===== src/rtl/quadrature_generator_if.sv =====
// Step-command channel for quadrature_generator: one command per valid/ready handshake.
interface quadrature_generator_if #(
  parameter int unsigned w_pos    = 16,
  parameter int unsigned w_period = 16
);
  logic                cmd_valid;
  logic                cmd_ready;
  logic                cmd_dir;
  logic [w_pos-1:0]    cmd_steps;
  logic [w_period-1:0] cmd_period;

  modport master (
    output cmd_valid, cmd_dir, cmd_steps, cmd_period,
    input  cmd_ready
  );

  modport slave (
    input  cmd_valid, cmd_dir, cmd_steps, cmd_period,
    output cmd_ready
  );
endinterface


===== src/rtl/quadrature_generator.sv =====
// KY-040 style quadrature emitter: each accepted command emits cmd_steps Gray-code
// transitions on a/b, spaced cmd_period clocks apart, and tracks a signed position.
module quadrature_generator #(
  parameter int unsigned w_pos    = 16,
  parameter int unsigned w_period = 16
) (
  input  logic                 clk,
  input  logic                 reset,
  quadrature_generator_if.slave cmd,
  input  logic                 abort,
  output logic                 a,
  output logic                 b,
  output logic                 busy,
  output logic                 done,
  output logic [w_pos-1:0]     position
);
  typedef enum logic [1:0] {
    IDLE = 2'd0,
    RUN  = 2'd1,
    DONE = 2'd2
  } state_t;

  state_t              r_state;
  state_t              w_next;
  logic                r_dir;
  logic [w_pos-1:0]    r_remaining;
  logic [w_period-1:0] r_reload;
  logic [w_period-1:0] r_count;
  logic                r_a;
  logic                r_b;
  logic [w_pos-1:0]    r_pos;
  logic                w_accept;
  logic                w_step;
  logic [w_period-1:0] w_period_m1;

  always_comb begin
    w_next        = r_state;
    w_accept      = 1'b0;
    w_step        = 1'b0;
    cmd.cmd_ready = 1'b0;
    busy          = 1'b0;
    done          = 1'b0;
    // A zero period behaves as one, so its reload value is also zero.
    w_period_m1   = (cmd.cmd_period == '0) ? '0 : cmd.cmd_period - w_period'(1);
    case (r_state)
      IDLE: begin
        cmd.cmd_ready = 1'b1;
        if (cmd.cmd_valid) begin
          w_accept = 1'b1;
          w_next   = (cmd.cmd_steps == '0) ? DONE : RUN;
        end
      end
      RUN: begin
        busy = 1'b1;
        if (abort) begin
          w_next = DONE;
        end else if (r_count == '0) begin
          w_step = 1'b1;
          if (r_remaining == w_pos'(1)) w_next = DONE;
        end
      end
      DONE: begin
        done   = 1'b1;
        w_next = IDLE;
      end
      default: w_next = IDLE;
    endcase
  end

  always_ff @(posedge clk) begin
    if (reset) begin
      r_state     <= IDLE;
      r_dir       <= 1'b0;
      r_remaining <= '0;
      r_reload    <= '0;
      r_count     <= '0;
      r_a         <= 1'b0;
      r_b         <= 1'b0;
      r_pos       <= '0;
    end else begin
      r_state <= w_next;
      if (w_accept) begin
        r_dir       <= cmd.cmd_dir;
        r_remaining <= cmd.cmd_steps;
        r_reload    <= w_period_m1;
        r_count     <= w_period_m1;
      end else if (r_state == RUN && !abort) begin
        if (w_step) begin
          r_count     <= r_reload;
          r_remaining <= r_remaining - w_pos'(1);
          // CW walks 00->10->11->01, CCW the reverse; exactly one bit flips.
          if (r_dir) begin
            r_a   <= ~r_b;
            r_b   <= r_a;
            r_pos <= r_pos + w_pos'(1);
          end else begin
            r_a   <= r_b;
            r_b   <= ~r_a;
            r_pos <= r_pos - w_pos'(1);
          end
        end else begin
          r_count <= r_count - w_period'(1);
        end
      end
    end
  end

  assign a        = r_a;
  assign b        = r_b;
  assign position = r_pos;
endmodule

===== src/flat_wrapper.sv =====
// flat-port wrapper written by rule: the top's interface ports become plain ports
module quadrature_generator_flat 
#(
  parameter int unsigned w_pos    = 16,
  parameter int unsigned w_period = 16
)
  (clk, reset, abort, a, b, busy, done, position, cmd_cmd_valid, cmd_cmd_dir, cmd_cmd_steps, cmd_cmd_period, cmd_cmd_ready);
  quadrature_generator_if #(.w_pos(w_pos), .w_period(w_period)) cmd_i ();
  input  logic clk;
  input  logic reset;
  input  logic abort;
  output logic a;
  output logic b;
  output logic busy;
  output logic done;
  output logic [w_pos-1:0] position;
  input wire logic [$bits(cmd_i.cmd_valid)-1:0] cmd_cmd_valid;
  input wire logic [$bits(cmd_i.cmd_dir)-1:0] cmd_cmd_dir;
  input wire logic [$bits(cmd_i.cmd_steps)-1:0] cmd_cmd_steps;
  input wire logic [$bits(cmd_i.cmd_period)-1:0] cmd_cmd_period;
  output wire logic [$bits(cmd_i.cmd_ready)-1:0] cmd_cmd_ready;
  assign cmd_i.cmd_valid = cmd_cmd_valid;
  assign cmd_i.cmd_dir = cmd_cmd_dir;
  assign cmd_i.cmd_steps = cmd_cmd_steps;
  assign cmd_i.cmd_period = cmd_cmd_period;
  assign cmd_cmd_ready = cmd_i.cmd_ready;
  quadrature_generator #(.w_pos(w_pos), .w_period(w_period)) u_core (.clk(clk), .reset(reset), .cmd(cmd_i), .abort(abort), .a(a), .b(b), .busy(busy), .done(done), .position(position));
endmodule

===== config.mk =====
export PLATFORM = sky130hd
export DESIGN_NAME = quadrature_generator_flat
export DESIGN_NICKNAME = d
export VERILOG_FILES = /design/src/rtl/quadrature_generator_if.sv /design/src/rtl/quadrature_generator.sv /design/src/flat_wrapper.sv
export SDC_FILE = /design/constraint.sdc
export NUM_CORES = 1
export LEC_CHECK = 0
export BUFFER_PORTS_ARGS = -buffer_cell sky130_fd_sc_hd__buf_2
export CAP_MARGIN = 20
export CELL_PAD_IN_SITES_DETAIL_PLACEMENT = 1
export CELL_PAD_IN_SITES_GLOBAL_PLACEMENT = 2
export CORE_MARGIN = 1
export CORE_UTILIZATION = 30
export CTS_BUF_LIST = sky130_fd_sc_hd__clkbuf_4
export DETAILED_ROUTE_END_ITERATION = 12
export HOLD_SLACK_MARGIN = 0.02
export PLACE_DENSITY = 0.72
export RECOVER_POWER = 100
export SLEW_MARGIN = 20
export SYNTH_ARGS = -nofsm -noshare
export SYNTH_HDL_FRONTEND = slang
export SYNTH_SLANG_ARGS = --single-unit

===== constraint.sdc =====
create_clock -name clk -period 3.3 [get_ports clk]
set_input_delay 0.165 -clock clk [delete_from_list [all_inputs] [get_ports clk]]
set_output_delay 0.165 -clock clk [all_outputs]
set_load 0.02 [all_outputs]

==> metrics.txt <==
FILL cells=1746; number of DRC markers in iteration 0=around 250; synth top area cells=dfxtp_1 (32%), a21oi_1 (7.1%), nor2_1 (6.0%); unrepaired setup endpoints after global routing=no; Arrival @ worst endpoint=3.22 ns; Overall Global Routing Usage=between 10% and 20%; met1 wire length=approximately 6.8 mm; Initial DRT Pass Iterations=5; worst path required time=~3.6 ns; sequential share of the synthesized area=~32%; worst r2r src=u_core.r_count[0]; Die Wd=approximately 120 um; Post-DP HPWL=around 9.2 mm; CP max FO=26; Die Ht=approximately 120 um; Clk Latency, worst-skew pair=0.46 ns; Post-synth EDFFs=0; CTS tree=done; post-placement setup slack=about 0.33 ns; clock sinks=69; Synth top area share=between 30% and 40%; f_max=~340 MHz; Cell variety after synth=66; total wire length=between 10 and 15 mm; r2r setup slk=between 0.4 and 0.5 ns; Initial Util=a little over 30%; Final Hold Fails=0; global route overflow=0; remaining antenna violation count=0; worst setup margin=around 0.40 ns; first-pass GRT wire length=~22 mm; layout cells sized above 1=between 10 and 15%; total CTS buffers=9; largest net degree at the start of global routing=61; WL/cell=about 17 um; Avg Inst Size Synth=between 7 and 8 um2; crit end category=flop; Worst VDD drop=roughly 0.00016 V; Via density=roughly 5.5; vias in the first global route=4391; CTS root buf=clkbuf_4; syn nets=609; min-delay worst type=primary input to flop; Final #Nets=667; Rows=43; met3 WL=~330 um; Max-Cap Viols=0; Top Metal Used=met4; Die ar.=about 15000 um2; H-tree Lvls=3; # IOs=between 50 and 60; setup_tns=0 ns; crit path from=u_core.r_count[0]; core region area=approximately 14000 um2; startpoint types=flop; synthesized instance count=between 500 and 600; R2R depth=10; reg2reg end=u_core.r_remaining[1]; max-slew violations=0; routability cong.=~0.79; leakage power figure=approximately 1.9 nW; Slew HR=between 40% and 50%; ys flop type=dfxtp_1; YS warnings=0; CP endpoint=u_core.r_remaining[1]; Yosys reg bits=69; total number of vias=4349; wire length on met2=just under 6 mm; Worst-Margin Slew=around 0.76 ns; final hold slack=0.0551 ns; Port Buffer Count=between 50 and 60; clk buf depth=2; PwrDens=between 400 and 500 nW/um2; Layout Area Growth over Synthesis=14.8%; Post-Syn Area=about 4300 um2; Tcrit/Tclk final=roughly 90%; worst clock skew=approximately 0.019 ns; leading cell types by count after synthesis=dfxtp_1 (69), nor2_1 (69), a21oi_1 (61); shortest period the worst path allows=about 2.9 ns; # setup viols final=0; Crit Path Category=flop to flop; initial antenna violation count=1; cell taking the most area after synthesis=dfxtp_1; clock-pin transition on the worst setup and hold timing paths=roughly 0.11 ns; DRC Markers=0; status=completed; Synth async-reset ratio=0%
==> worst max-delay path, cell delays in order (launching register included) <==
cell	delay [ns]
dfxtp_1	0.34
inv_1	0.08
ha_1	0.21
nor4b_4	0.29
nand4b_2	0.19
or3_1	0.45
nor2_1	0.48
buf_12	0.26
nor2_1	0.12
a221oi_1	0.29
nor2_1	0.06
==> how the worst min path moves through the flow <==
stage                                  end  depth (start not counted)               from
finish               u_core.r_remaining[3]                          3   cmd_cmd_steps[3]
global route        u_core.r_remaining[12]                          3  cmd_cmd_steps[12]
CTS                 u_core.r_remaining[14]                          3  cmd_cmd_steps[14]
detailed placement   u_core.r_remaining[0]                          3   cmd_cmd_steps[0]
global placement     u_core.r_remaining[0]                          3   cmd_cmd_steps[0]
floorplan                     u_core.r_dir                          2        cmd_cmd_dir
==> registers in the layout (all words and copies together), names as in the netlist <==
signal and count:
u_core.position 16, u_core.r_reload 16, u_core.a 1, u_core.b 1, u_core.r_dir 1, u_core.r_count 16
u_core.r_remaining 16, u_core.r_state 2
==> cells by family (layout without fill, tap and decap cells) <==
| family | count (synthesis) | after routing | synth area share [%] |
|---|---|---|---|
| other cells | 0 | 1 | 0 |
| compound gates | 170 | 170 | 25.3 |
| fa+ha+maj | 19 | 19 | 5.72 |
| mux | 3 | 3 | 0.729 |
| xor+xnor | 25 | 25 | 5.28 |
| buf+inv | 43 | 106 | 4.43 |
| simple gates | 224 | 224 | 26.3 |
| flops | 69 | 69 | 32.2 |
==> power breakdown <==
| group | leakage (nW) | switching, mW | internal (mW) |
|---|---|---|---|
| logic | 1.23 | 0.503 | 0.338 |
| clock network | 0.0669 | 0.328 | 0.184 |
| registers | 0.565 | 0.104 | 0.927 |
==> cell type report <==
cell class	count	area [um2]	area share, %
Clock buffer	13	97.6	1.98
Multi-Input combinational cell	441	2710	55.0
Clock inverter	3	12.5	0.254
Tap cell	180	225	4.57
Timing Repair Buffer	77	450	9.14
Inverter	13	48.8	0.990
Sequential cell	69	1380	28.0
Antenna cell	1	2.50	0.0508
==> layout by cell type, fill, tap and decap left out, types with 3 or more instances in the layout <==
master / instances
buf_4: 5
nor2_1: 70
or4_1: 3
a221oi_1: 3
a211o_1: 3
o21ai_0: 33
a31oi_1: 11
nand4_1: 5
and3_1: 8
buf_2: 36
xor2_1: 8
a21oi_1: 61
dfxtp_1: 69
nand2b_1: 3
clkbuf_4: 13
a211oi_1: 11
a222oi_1: 3
dlygate4sd3_1: 13
nand3_1: 14
or4_4: 3
a22oi_1: 5
o21a_1: 8
xnor2_1: 16
ha_1: 18
nor2b_1: 7
nor3_1: 25
clkbuf_1: 22
o211ai_1: 3
a21o_1: 5
a2111oi_0: 4
o41ai_1: 3
or3_1: 5
nand2_1: 52
inv_1: 13
nor4_1: 13
nor4b_1: 3
==> stage by stage <==
stage          utilization, %  cell area (um2)  instances  power, mW
3_3_place_gp             34.0             4730        767       1.86
6_report                 35.4             4930        797       2.38
2_1_floorplan               -             4290        553       1.64
3_5_place_dp             34.0             4730        767       1.89
4_1_cts                  35.7             4970        796       2.42
5_1_grt                  35.4             4930        797       2.56
==> metal layers <==
metal	up-vias	track usage, %
met4	0	7.33
met1	2105	26.2
met3	14	2.15
li1	2160	-
met5	-	0
met2	70	31.1
==> repair_timing <==
item                                    in CTS  in global routing
endpoints found under the setup margin       0                  2
hold buffers                                13                  0
buffers inserted                             0                  0
resized for setup                            0                  1
endpoints found under the hold margin       13                  0
Power figures use the tool's default switching activity.
